**src/rtl/i2c_target_rx.sv**
```systemverilog
// rtl/i2c_target_rx.sv - I2C target receiver: address match, ACK generation, byte strobe
module i2c_target_rx #(
    parameter logic [6:0] OWN_ADDR    = 7'h50,
    parameter int         SYNC_STAGES = 2
) (
    input  logic       clk,
    input  logic       reset,
    input  logic       i2c_scl,
    input  logic       i2c_sda,
    output logic       sda_oe,
    output logic [7:0] rx_data,
    output logic       rx_valid,
    output logic       rx_rw,
    output logic       addr_match,
    output logic       busy
);

    typedef enum logic [2:0] {
        IDLE     = 3'd0,
        ADDR     = 3'd1,
        ADDR_ACK = 3'd2,
        DATA     = 3'd3,
        DATA_ACK = 3'd4,
        IGNORE   = 3'd5
    } state_t;

    state_t state, state_next;

    logic [SYNC_STAGES-1:0] scl_sync, sda_sync;
    logic       scl_s, sda_s, scl_prev, sda_prev;
    logic       scl_rise, scl_fall, start, stop;
    logic [3:0] cnt;
    logic [7:0] shift;
    logic       match;

    // Synchronizers reset high so a released reset on an idle bus looks idle
    always_ff @(posedge clk) begin
        if (!reset) begin
            scl_sync <= '1;
            sda_sync <= '1;
            scl_prev <= 1'b1;
            sda_prev <= 1'b1;
        end else begin
            scl_sync <= {scl_sync[SYNC_STAGES-2:0], i2c_scl};
            sda_sync <= {sda_sync[SYNC_STAGES-2:0], i2c_sda};
            scl_prev <= scl_s;
            sda_prev <= sda_s;
        end
    end

    assign scl_s    = scl_sync[SYNC_STAGES-1];
    assign sda_s    = sda_sync[SYNC_STAGES-1];
    assign scl_rise = scl_s & ~scl_prev;
    assign scl_fall = ~scl_s & scl_prev;
    assign start    = scl_s & sda_prev & ~sda_s;
    assign stop     = scl_s & ~sda_prev & sda_s;
    assign match    = (shift[7:1] == OWN_ADDR);

    always_ff @(posedge clk) begin
        if (!reset) state <= IDLE;
        else        state <= state_next;
    end

    always_comb begin
        state_next = state;
        if (start) begin
            state_next = ADDR;
        end else if (stop) begin
            state_next = IDLE;
        end else begin
            case (state)
                ADDR:     if (scl_fall && cnt == 4'd8) state_next = match ? ADDR_ACK : IGNORE;
                ADDR_ACK: if (scl_fall) state_next = DATA;
                DATA:     if (scl_fall && cnt == 4'd8) state_next = DATA_ACK;
                DATA_ACK: if (scl_fall) state_next = DATA;
                default:  state_next = state;
            endcase
        end
    end

    always_comb begin
        sda_oe = 1'b0;
        if (state == ADDR_ACK || state == DATA_ACK) sda_oe = 1'b1;
    end

    // START/STOP override any bit activity in the same cycle
    always_ff @(posedge clk) begin
        if (!reset) begin
            cnt        <= 4'd0;
            shift      <= 8'h00;
            rx_data    <= 8'h00;
            rx_valid   <= 1'b0;
            rx_rw      <= 1'b0;
            addr_match <= 1'b0;
            busy       <= 1'b0;
        end else begin
            rx_valid <= 1'b0;
            if (start) begin
                cnt        <= 4'd0;
                addr_match <= 1'b0;
                busy       <= 1'b1;
            end else if (stop) begin
                cnt        <= 4'd0;
                addr_match <= 1'b0;
                busy       <= 1'b0;
            end else begin
                case (state)
                    ADDR, DATA: begin
                        if (scl_rise && cnt < 4'd8) begin
                            shift <= {shift[6:0], sda_s};
                            cnt   <= cnt + 4'd1;
                            if (state == DATA && cnt == 4'd7) begin
                                rx_data  <= {shift[6:0], sda_s};
                                rx_valid <= 1'b1;
                            end
                        end
                        if (state == ADDR && scl_fall && cnt == 4'd8 && match)
                            rx_rw <= shift[0];
                    end
                    ADDR_ACK: begin
                        if (scl_fall) begin
                            addr_match <= 1'b1;
                            cnt        <= 4'd0;
                        end
                    end
                    DATA_ACK: begin
                        if (scl_fall) cnt <= 4'd0;
                    end
                    default: ;
                endcase
            end
        end
    end

endmodule

```
**config.mk**
```make
export PLATFORM = sky130hd
export DESIGN_NAME = i2c_target_rx
export DESIGN_NICKNAME = d
export VERILOG_FILES = /design/src/rtl/i2c_target_rx.sv
export SDC_FILE = /design/constraint.sdc
export NUM_CORES = 1
export LEC_CHECK = 0
export CAP_MARGIN = 20
export CELL_PAD_IN_SITES_DETAIL_PLACEMENT = 2
export CELL_PAD_IN_SITES_GLOBAL_PLACEMENT = 2
export CORE_UTILIZATION = 34
export CTS_BUF_LIST = sky130_fd_sc_hd__clkbuf_8
export CTS_CLUSTER_SIZE = 10
export DETAILED_ROUTE_END_ITERATION = 16
export GPL_ROUTABILITY_DRIVEN = 0
export PLACE_DENSITY = 0.87
export SYNTH_ARGS = -nofsm -noshare
export SYNTH_HDL_FRONTEND = slang
export SYNTH_SLANG_ARGS = --single-unit
```
**constraint.sdc**
```tcl
create_clock -name clk -period 2.5 [get_ports clk]
set_clock_uncertainty 0.1 [all_clocks]
set_input_delay 0.75 -clock clk [delete_from_list [all_inputs] [get_ports clk]]
set_output_delay 0.75 -clock clk [all_outputs]
set_load 0.02 [all_outputs]
```
==> metrics.txt <==
routed vias 1244; routing usage on met1 0.255; Mapped Cells 167; Routed Wire Length 3900 um; Starting Density 0.370; Routed WL per cell 16.9 um; DR pass1 iterations 4; Period minus WS final 2300 ps; Critical Path RT 1650 ps; crit path kind reg -> out; initial DRC count 32; largest net degree at the start of global routing 18; Buffers on Ports 16; Tcrit/Tclk final 0.920; internal power 765 uW; switching pwr 217 uW; Ports 17; Finish-stage setup viols 0; CP top delay family flip-flops; # placed instances 224; Core Footprint 3800 um^2; antenna diode count 0; CTS tree done; worst skew pair latency 280 ps; global route overflow 0; Slowest-stage cell, CP dfxtp_1; Sw Share 0.221; routing usage on met3 0.0431; total CTS buffers 5; Root Buffer clkbuf_8; Yosys reg bits 33; syn_area_per_cell 8.41 um^2; CP max stage delay 460 ps; Yosys Warn Count 0; CTS max path bufs 2; Hold Slack 312 ps; Mapped Area 1400 um^2; outcome finished clean; Worst EP arrival 1450 ps; Worst Hold Class reg -> reg; Flop pwr share 0.550; crit-path cells xnor2_1, nor2_1, dlygate4sd2_1; first-pass GRT wire length 6670 um; Syn Nets 173; post-CTS setup buffers 0; Vert. Die Dim 66.3 um; top cells by area, synth dfxtp_1 47%, a21oi_1 8.2%, nand2_1 6.4%; Crit Path Max Fanout 6; final slew viol count 0; fraction of layout cells with a size suffix above 1 0.0984; initial antenna violation count 0; ys async rst share 0; H-tree lvl count 2; final net count 189; post-synthesis sequential area ratio 0.471; ys flop type dfxtp_1; Max Cap Viol 0; Die X-Extent 66.3 um; overall power 982 uW; Rel. slew slack 0.545; Worst Tran Pin Value 683 ps; non-filler cells, final 231; ANT nets after route 0; number of global-route vias before repair 1353; clock sink count 33; TNS Setup 0 ps; commonest non-fill, non-tap cells in the layout 32 x dfxtp_1, 24 x nand2_1, 23 x a21oi_1; highest clock rate 435 MHz; Clock transition at path regs 60 ps; die area 4390 um^2; Post-route DRC 0; Final Hold Fails 0; Crit. End Element output pin; Synth top area share 0.471; Leakage Power 0.595 nW; WP buf/inv 1; logic gate share of total power 0.044; GRT Resource Usage Total 0.206; via-per-instance ratio 5.39; Reg2Reg Setup Slack 390 ps; area delta synth->final 20.9%; leading cell type in the layout, fill and taps excluded dfxtp_1; Site Rows 22; leading area contributor after synthesis dfxtp_1; synth unique cells 36; PD cells 579 nW/um^2; HPWL Detailed 2790 um; Clk pwr share 0.406; RSZ-0062 raised after global routing false; most used routing layer met2; CP Launch Type flop; Post-synth EDFFs 0; M2 GR Usage 0.349; Peak VDD IR 0.000297 V
[final cells by class]
cell class	instances	area [um^2]
clock buffers	6	82.6
inverters	7	26.3
fillers	425	2100
repair buffers	19	181
flip-flops and latches	33	662
multi-input cells	117	681
well taps	48	60.1
clock inverters	1	3.75
[metal layers]
metal / up-vias / part of all wire
li1: 610 / -
met1: 610 / 0.47
met2: 18 / 0.49
met3: 6 / 0.024
met4: 0 / 0.014
met5: - / 0
[final timing paths]
kind               start     endpoint  depth (start not counted)
min reg2reg  scl_sync[0]  scl_sync[1]                          1
min          scl_sync[0]  scl_sync[1]                          1
max             state[2]       sda_oe                          3
max reg2reg     state[0]       cnt[3]                          4
[flip-flops by register name, indices dropped and copies added, names as in the netlist]
register,flops
cnt,4
busy,1
state,3
shift,8
sda_sync,2
rx_rw,1
scl_sync,2
sda_prev,1
scl_prev,1
rx_data,8
rx_valid,1
addr_match,1
[metrics by stage]
| step | util | worst slack (ps) | area, um^2 |
|---|---|---|---|
| finish | 0.447 | 201 | 1700 |
| global route | 0.447 | 95.4 | 1700 |
| CTS | 0.445 | 92.3 | 1690 |
| detailed placement | 0.423 | 144 | 1610 |
| global placement | 0.423 | 250 | 1610 |
| floorplan | - | 635 | 1400 |
[cells by family (layout without fill, tap and decap cells)]
| group | count (synthesis) | after routing | share of synthesized area |
|---|---|---|---|
| buf+inv | 17 | 33 | 0.0481 |
| flops | 33 | 33 | 0.471 |
| compound gates | 42 | 42 | 0.168 |
| simple gates | 69 | 69 | 0.270 |
| xor+xnor | 4 | 4 | 0.0250 |
| fa+ha+maj | 2 | 2 | 0.0178 |
[Yosys cell counts (all sizes together), types with 6 or more instances]
cell type / instances
nand3: 9
clkbuf: 8
o21ai: 10
nor3: 6
a21oi: 23
nor2: 6
inv: 7
nand2b: 8
nand2: 24
dfxtp: 33
[power groups by stage]
stage          clock network, mW  registers (mW)  logic [mW]
6_report                   0.399           0.540      0.0433
2_1_floorplan                  0           0.548      0.0272
4_1_cts                    0.414           0.539      0.0440
5_1_grt                    0.431           0.540      0.0481
3_3_place_gp                   0           0.551      0.0406
3_5_place_dp                   0           0.551      0.0427
[what timing repair did]
action                                 4_1_cts  5_1_grt
hold buffers                                 0        0
cloned                                       0        0
setup endpoints to repair                    1        1
gates resized for setup                      2        1
endpoints found under the hold margin        0        0
Power figures use the tool's default switching activity.
==> patch 1, RTL diff (same settings) <==
Put one more register stage on the output `rx_rw`, with the module's reset. The value now appears one clock later. The other outputs are not delayed to match.
--- a/src/rtl/i2c_target_rx.sv
+++ b/src/rtl/i2c_target_rx.sv
@@ -25,2 +25,4 @@
     } state_t;
+
+    logic rx_rw_s0;
 
@@ -92,3 +94,3 @@
             rx_valid   <= 1'b0;
-            rx_rw      <= 1'b0;
+            rx_rw_s0   <= 1'b0;
             addr_match <= 1'b0;
@@ -117,3 +119,3 @@
                         if (state == ADDR && scl_fall && cnt == 4'd8 && match)
-                            rx_rw <= shift[0];
+                            rx_rw_s0 <= shift[0];
                     end
@@ -134,2 +136,10 @@
 
+    always_ff @(posedge clk) begin
+        if (!reset) begin
+            rx_rw <= '0;
+        end else begin
+            rx_rw <= rx_rw_s0;
+        end
+    end
+
 endmodule
Behaviour: same outputs for any inputs over 10 cycles, from zero or initial values and one cycle with reset low; that may be too few to reach the edited logic, so the function may still have changed.
==> patch 1 against the original RTL <==
- setup slack got worse by 0.12 ns
- wire length is 2.9% lower
- design area increased by 4.6%
- count of clock-buffer cells in the layout stayed put
- utilization is 0.60 points lower
- sequential cell count up 1
- non-clock buffer count up 3
- total power up 3.7%
- area after synthesis rose by 2.7%
- critical endpoint unchanged
==> patch 1: results (changes against the original RTL) <==
Met1 usage: 21.6% (-3.9 points)
First-pass GRT wire length: 6.34 mm (-5.0%)
Worst hold start: sda_sync[0]$_SDFF_PN1_
GR Util met2: 35.5% (+0.55 points)
Met3 Usage GRT: 4.11% (-0.20 points)
Placed wire-length estimate: 2.85 mm (+2.4%)
Leakage: 0.649 nW (+9.0%)
Global Route Usage Sum: 19.4% (-1.2 points)
Wire length on met3: 99 µm (+4.2%)
Mapped Avg Cell Area: 9.87 µm² (+17%)
DR iter-0 viols: 37 (+16%)
Worst-Margin Slew: 0.663 ns (-0.0199 ns)
Vias per inst: 5.19 (-3.6%)
Clock power frac: 40.2% (-0.4 points)
Fraction of the yosys area taken by sequential cells: 47.2% (+0.16 points)
Finished Layout Cells: 222 (-3.9%)
Max incr delay on CP: 0.42 ns (-0.04 ns)
Largest net degree at the start of global routing: 19 (+1)
WL met2: 2.03 mm (+5.9%)
Critical Path AT: 1.57 ns (+0.12 ns)
Synth cell count leaders: 34 x dfxtp_1, 19 x nor2_1, 17 x mux2i_1
Placed insts: 214 (-4.5%)
Post-Route M1 WL: 1.60 mm (-13%)
Vias in the first global route: 1314 (-2.9%)
Status: finished, final reports clean
Post-layout net count: 177 (-6.3%)
RR Startpoint: sda_sync[1]$_SDFF_PN1_
-- patch 1: worst reg2reg max path, cell delays in order (launching register included) --
cell and delay [ns]:
dfxtp_1 0.50, xor2_1 0.58, nor4_2 0.11, buf_4 0.22, mux2i_1 0.19, nor2_1 0.06
-- patch 1: logic make-up after synthesis --
logic type      after synthesis  synth area share, %
fa+ha+maj                     2                 1.74
buf+inv                      12                 3.82
flops                        34                 47.2
mux                          17                 11.8
compound gates               23                 10.6
xor+xnor                      2                 1.22
simple gates                 56                 23.6
-- patch 1: final timing paths --
check / endpoint / slack, ns / cells past startpoint
min: sda_sync[1]$_SDFF_PN1_ / 0.32 / 1
max: sda_oe / 0.08 / 4
min reg2reg: sda_sync[1]$_SDFF_PN1_ / 0.32 / 1
max reg2reg: rx_data[2]$_SDFFE_PN0P_ / 0.63 / 5
-- patch 1: final cells by class --
cell class              count  area, µm²
clock buffers               6       82.6
clock inverters             2       8.76
fillers                   424       2250
inverters                   8       30.0
multi-input cells         100        706
flip-flops and latches     34        681
well taps                  50       62.6
repair buffers             22        205
-- patch 1: repair_timing --
item | 4_1_cts | 5_1_grt
setup endpoints to repair | 1 | 1
gates resized for setup | 1 | 1
endpoints found under the hold margin | 0 | 0
-- patch 1: metrics by stage --
| stage | setup slack [ns] | total power, mW |
|---|---|---|
| 3_5_place_dp | 0.0712 | 0.621 |
| 6_report | 0.0831 | 1.02 |
| 3_3_place_gp | 0.173 | 0.616 |
| 4_1_cts | 0.0492 | 1.03 |
| 2_1_floorplan | 0.614 | 0.595 |
| 5_1_grt | 0.00359 | 1.06 |
==> patch 2, RTL diff (same settings) <==
Without the edit above. The parameter `SYNC_STAGES` goes from 2 to 4.
--- a/src/rtl/i2c_target_rx.sv
+++ b/src/rtl/i2c_target_rx.sv
@@ -3,3 +3,3 @@
     parameter logic [6:0] OWN_ADDR    = 7'h50,
-    parameter int         SYNC_STAGES = 2
+    parameter int         SYNC_STAGES = 4
 ) (
Check against the original RTL: not equivalent (Yosys sat finds a counterexample within 4 cycles, from zero or initial values and one cycle with reset low).
==> patch 2 against the original RTL <==
- die area increased by 10%
- utilization down 2.9 points
- combinational power fell by 26%
- sequential cell count is 4 higher
- design area up 7.9%
- wire length grew 22%
- setup slack worse by 0.032 ns
- total power is 11% higher
- count of clock-buffer cells in the layout stayed put
- area after synthesis up 11%
- largest cell class is now registers
==> patch 2: results (changes against the original RTL) <==
Post-layout net count: 202 (+6.9%)
Leakage: 0.623 nW (+4.7%)
R2r endpoint: rx_data[1]$_SDFFE_PN0P_
Clk slew on worst S/H paths: 0.08 ns (+0.02 ns)
Largest net degree at the start of global routing: 21 (+3)
Root Buffer: clkbuf_8
Worst-Margin Slew: 0.648 ns (-0.0344 ns)
Hold path depth: 1 (unchanged)
Status: finished, final reports clean
Post-Route WL: 4.78 mm (+22%)
Vias in the first global route: 1510 (+12%)
Number of library cell types mapped by synthesis: 38 (+5.6%)
Dpl cell area: 1730 µm² (+8.0%)
Mapped Avg Cell Area: 8.52 µm² (+1.4%)
Placed insts: 241 (+7.6%)
Wire length on met3: 135 µm (+42%)
Max IR drop VDD: 0.306 mV (+2.9%)
Critical Path AT: 1.48 ns (+0.03 ns)
WL met2: 2.44 mm (+27%)
Met1 usage: 26.3% (+0.83 points)
Fraction of the yosys area taken by sequential cells: 47.7% (+0.68 points)
Vias after detailed routing: 1409 (+13%)
Total power: 1.09 mW (+11%)
Minimum setup slack after placement: 0.157 ns (+0.0131 ns)
Post-route setup slack: 0.168 ns (-0.0325 ns)
Pre-Repair DR Iteration Count: 4 (unchanged)
Wire length per cell: 19.2 µm (+14%)
DR iter-0 viols: 91 (+180%)
Syn_nets: 188 (+8.7%)
Final hold slack: 0.315 ns (+0.00285 ns)
Max incr delay on CP: 0.48 ns (+0.02 ns)
Path depth of the worst reg2reg path: 4 (unchanged)
Top area cells in the synthesized netlist: dfxtp_1 48%, a21oi_1 8.1%, nand2_1 5.6%
Met3 Usage GRT: 5.96% (+1.6 points)
Post-Route M1 WL: 2.11 mm (+15%)
Layout cells sized above 1: 8.12% (-1.7 points)
Global Route Usage Sum: 21.8% (+1.1 points)
Placed wire-length estimate: 3.32 mm (+19%)
Synth cell count leaders: 37 x dfxtp_1, 25 x a21oi_1, 23 x nand2_1
R2r setup slk: 0.31 ns (-0.08 ns)
HP Class: register to register
Largest regs: rx_data (8), shift (8)
GR Util met2: 36.0% (+1.1 points)
First-pass GRT wire length: 8.05 mm (+21%)
-- patch 2: cell types whose count changed after synthesis, moves of 2 or more --
cell	delta
o21a_1	-2
clkbuf_1	-2
nor2b_1	+2
o21ai_0	+3
or4_1	+2
buf_2	+2
a21oi_1	+2
o22ai_1	+2
nor3b_1	-2
dfxtp_1	+4
nor2_1	-3
nand3_1	+5
nand2b_1	+3
or3_2	-2
-- patch 2: area by class of cell --
| type | instances | area [µm²] |
|---|---|---|
| inverters | 8 | 30.0 |
| fillers | 485 | 2550 |
| well taps | 52 | 65.1 |
| repair buffers | 18 | 174 |
| clock buffers | 6 | 82.6 |
| flip-flops and latches | 37 | 742 |
| multi-input cells | 126 | 723 |
| clock inverters | 2 | 13.8 |
-- patch 2: power breakdown --
part | internal [mW] | leakage, nW | switching (mW)
registers | 0.594 | 0.300 | 0.00487
logic | 0.0138 | 0.271 | 0.0183
clock network | 0.224 | 0.0512 | 0.232
total | 0.832 | 0.623 | 0.255
-- patch 2: cell families (layout without fill, tap and decap cells) --
logic type	count (synthesis)	count (layout)	synth area share, %
AND/OR/NAND/NOR	70	70	24.2
buffers and inverters	19	34	5.65
XOR/XNOR	4	4	2.26
multiplexers	1	1	0.645
flip-flops	37	37	47.7
adder cells (fa/ha/maj)	2	2	1.61
AO/OA/AOI/OAI	49	49	17.9
-- patch 2: worst max-delay path by stage --
stage	end	depth (start not counted)
after floorplan	sda_oe	3
after global placement	sda_oe	3
after detailed placement	sda_oe	3
after CTS	sda_oe	3
after global routing	rx_data[1]$_SDFFE_PN0P_	4
final	sda_oe	3
-- patch 2: timing repair --
action / 4_1_cts / 5_1_grt
resized for setup: 2 / 0
buffers inserted: 0 / 0
setup endpoints to repair: 1 / 0
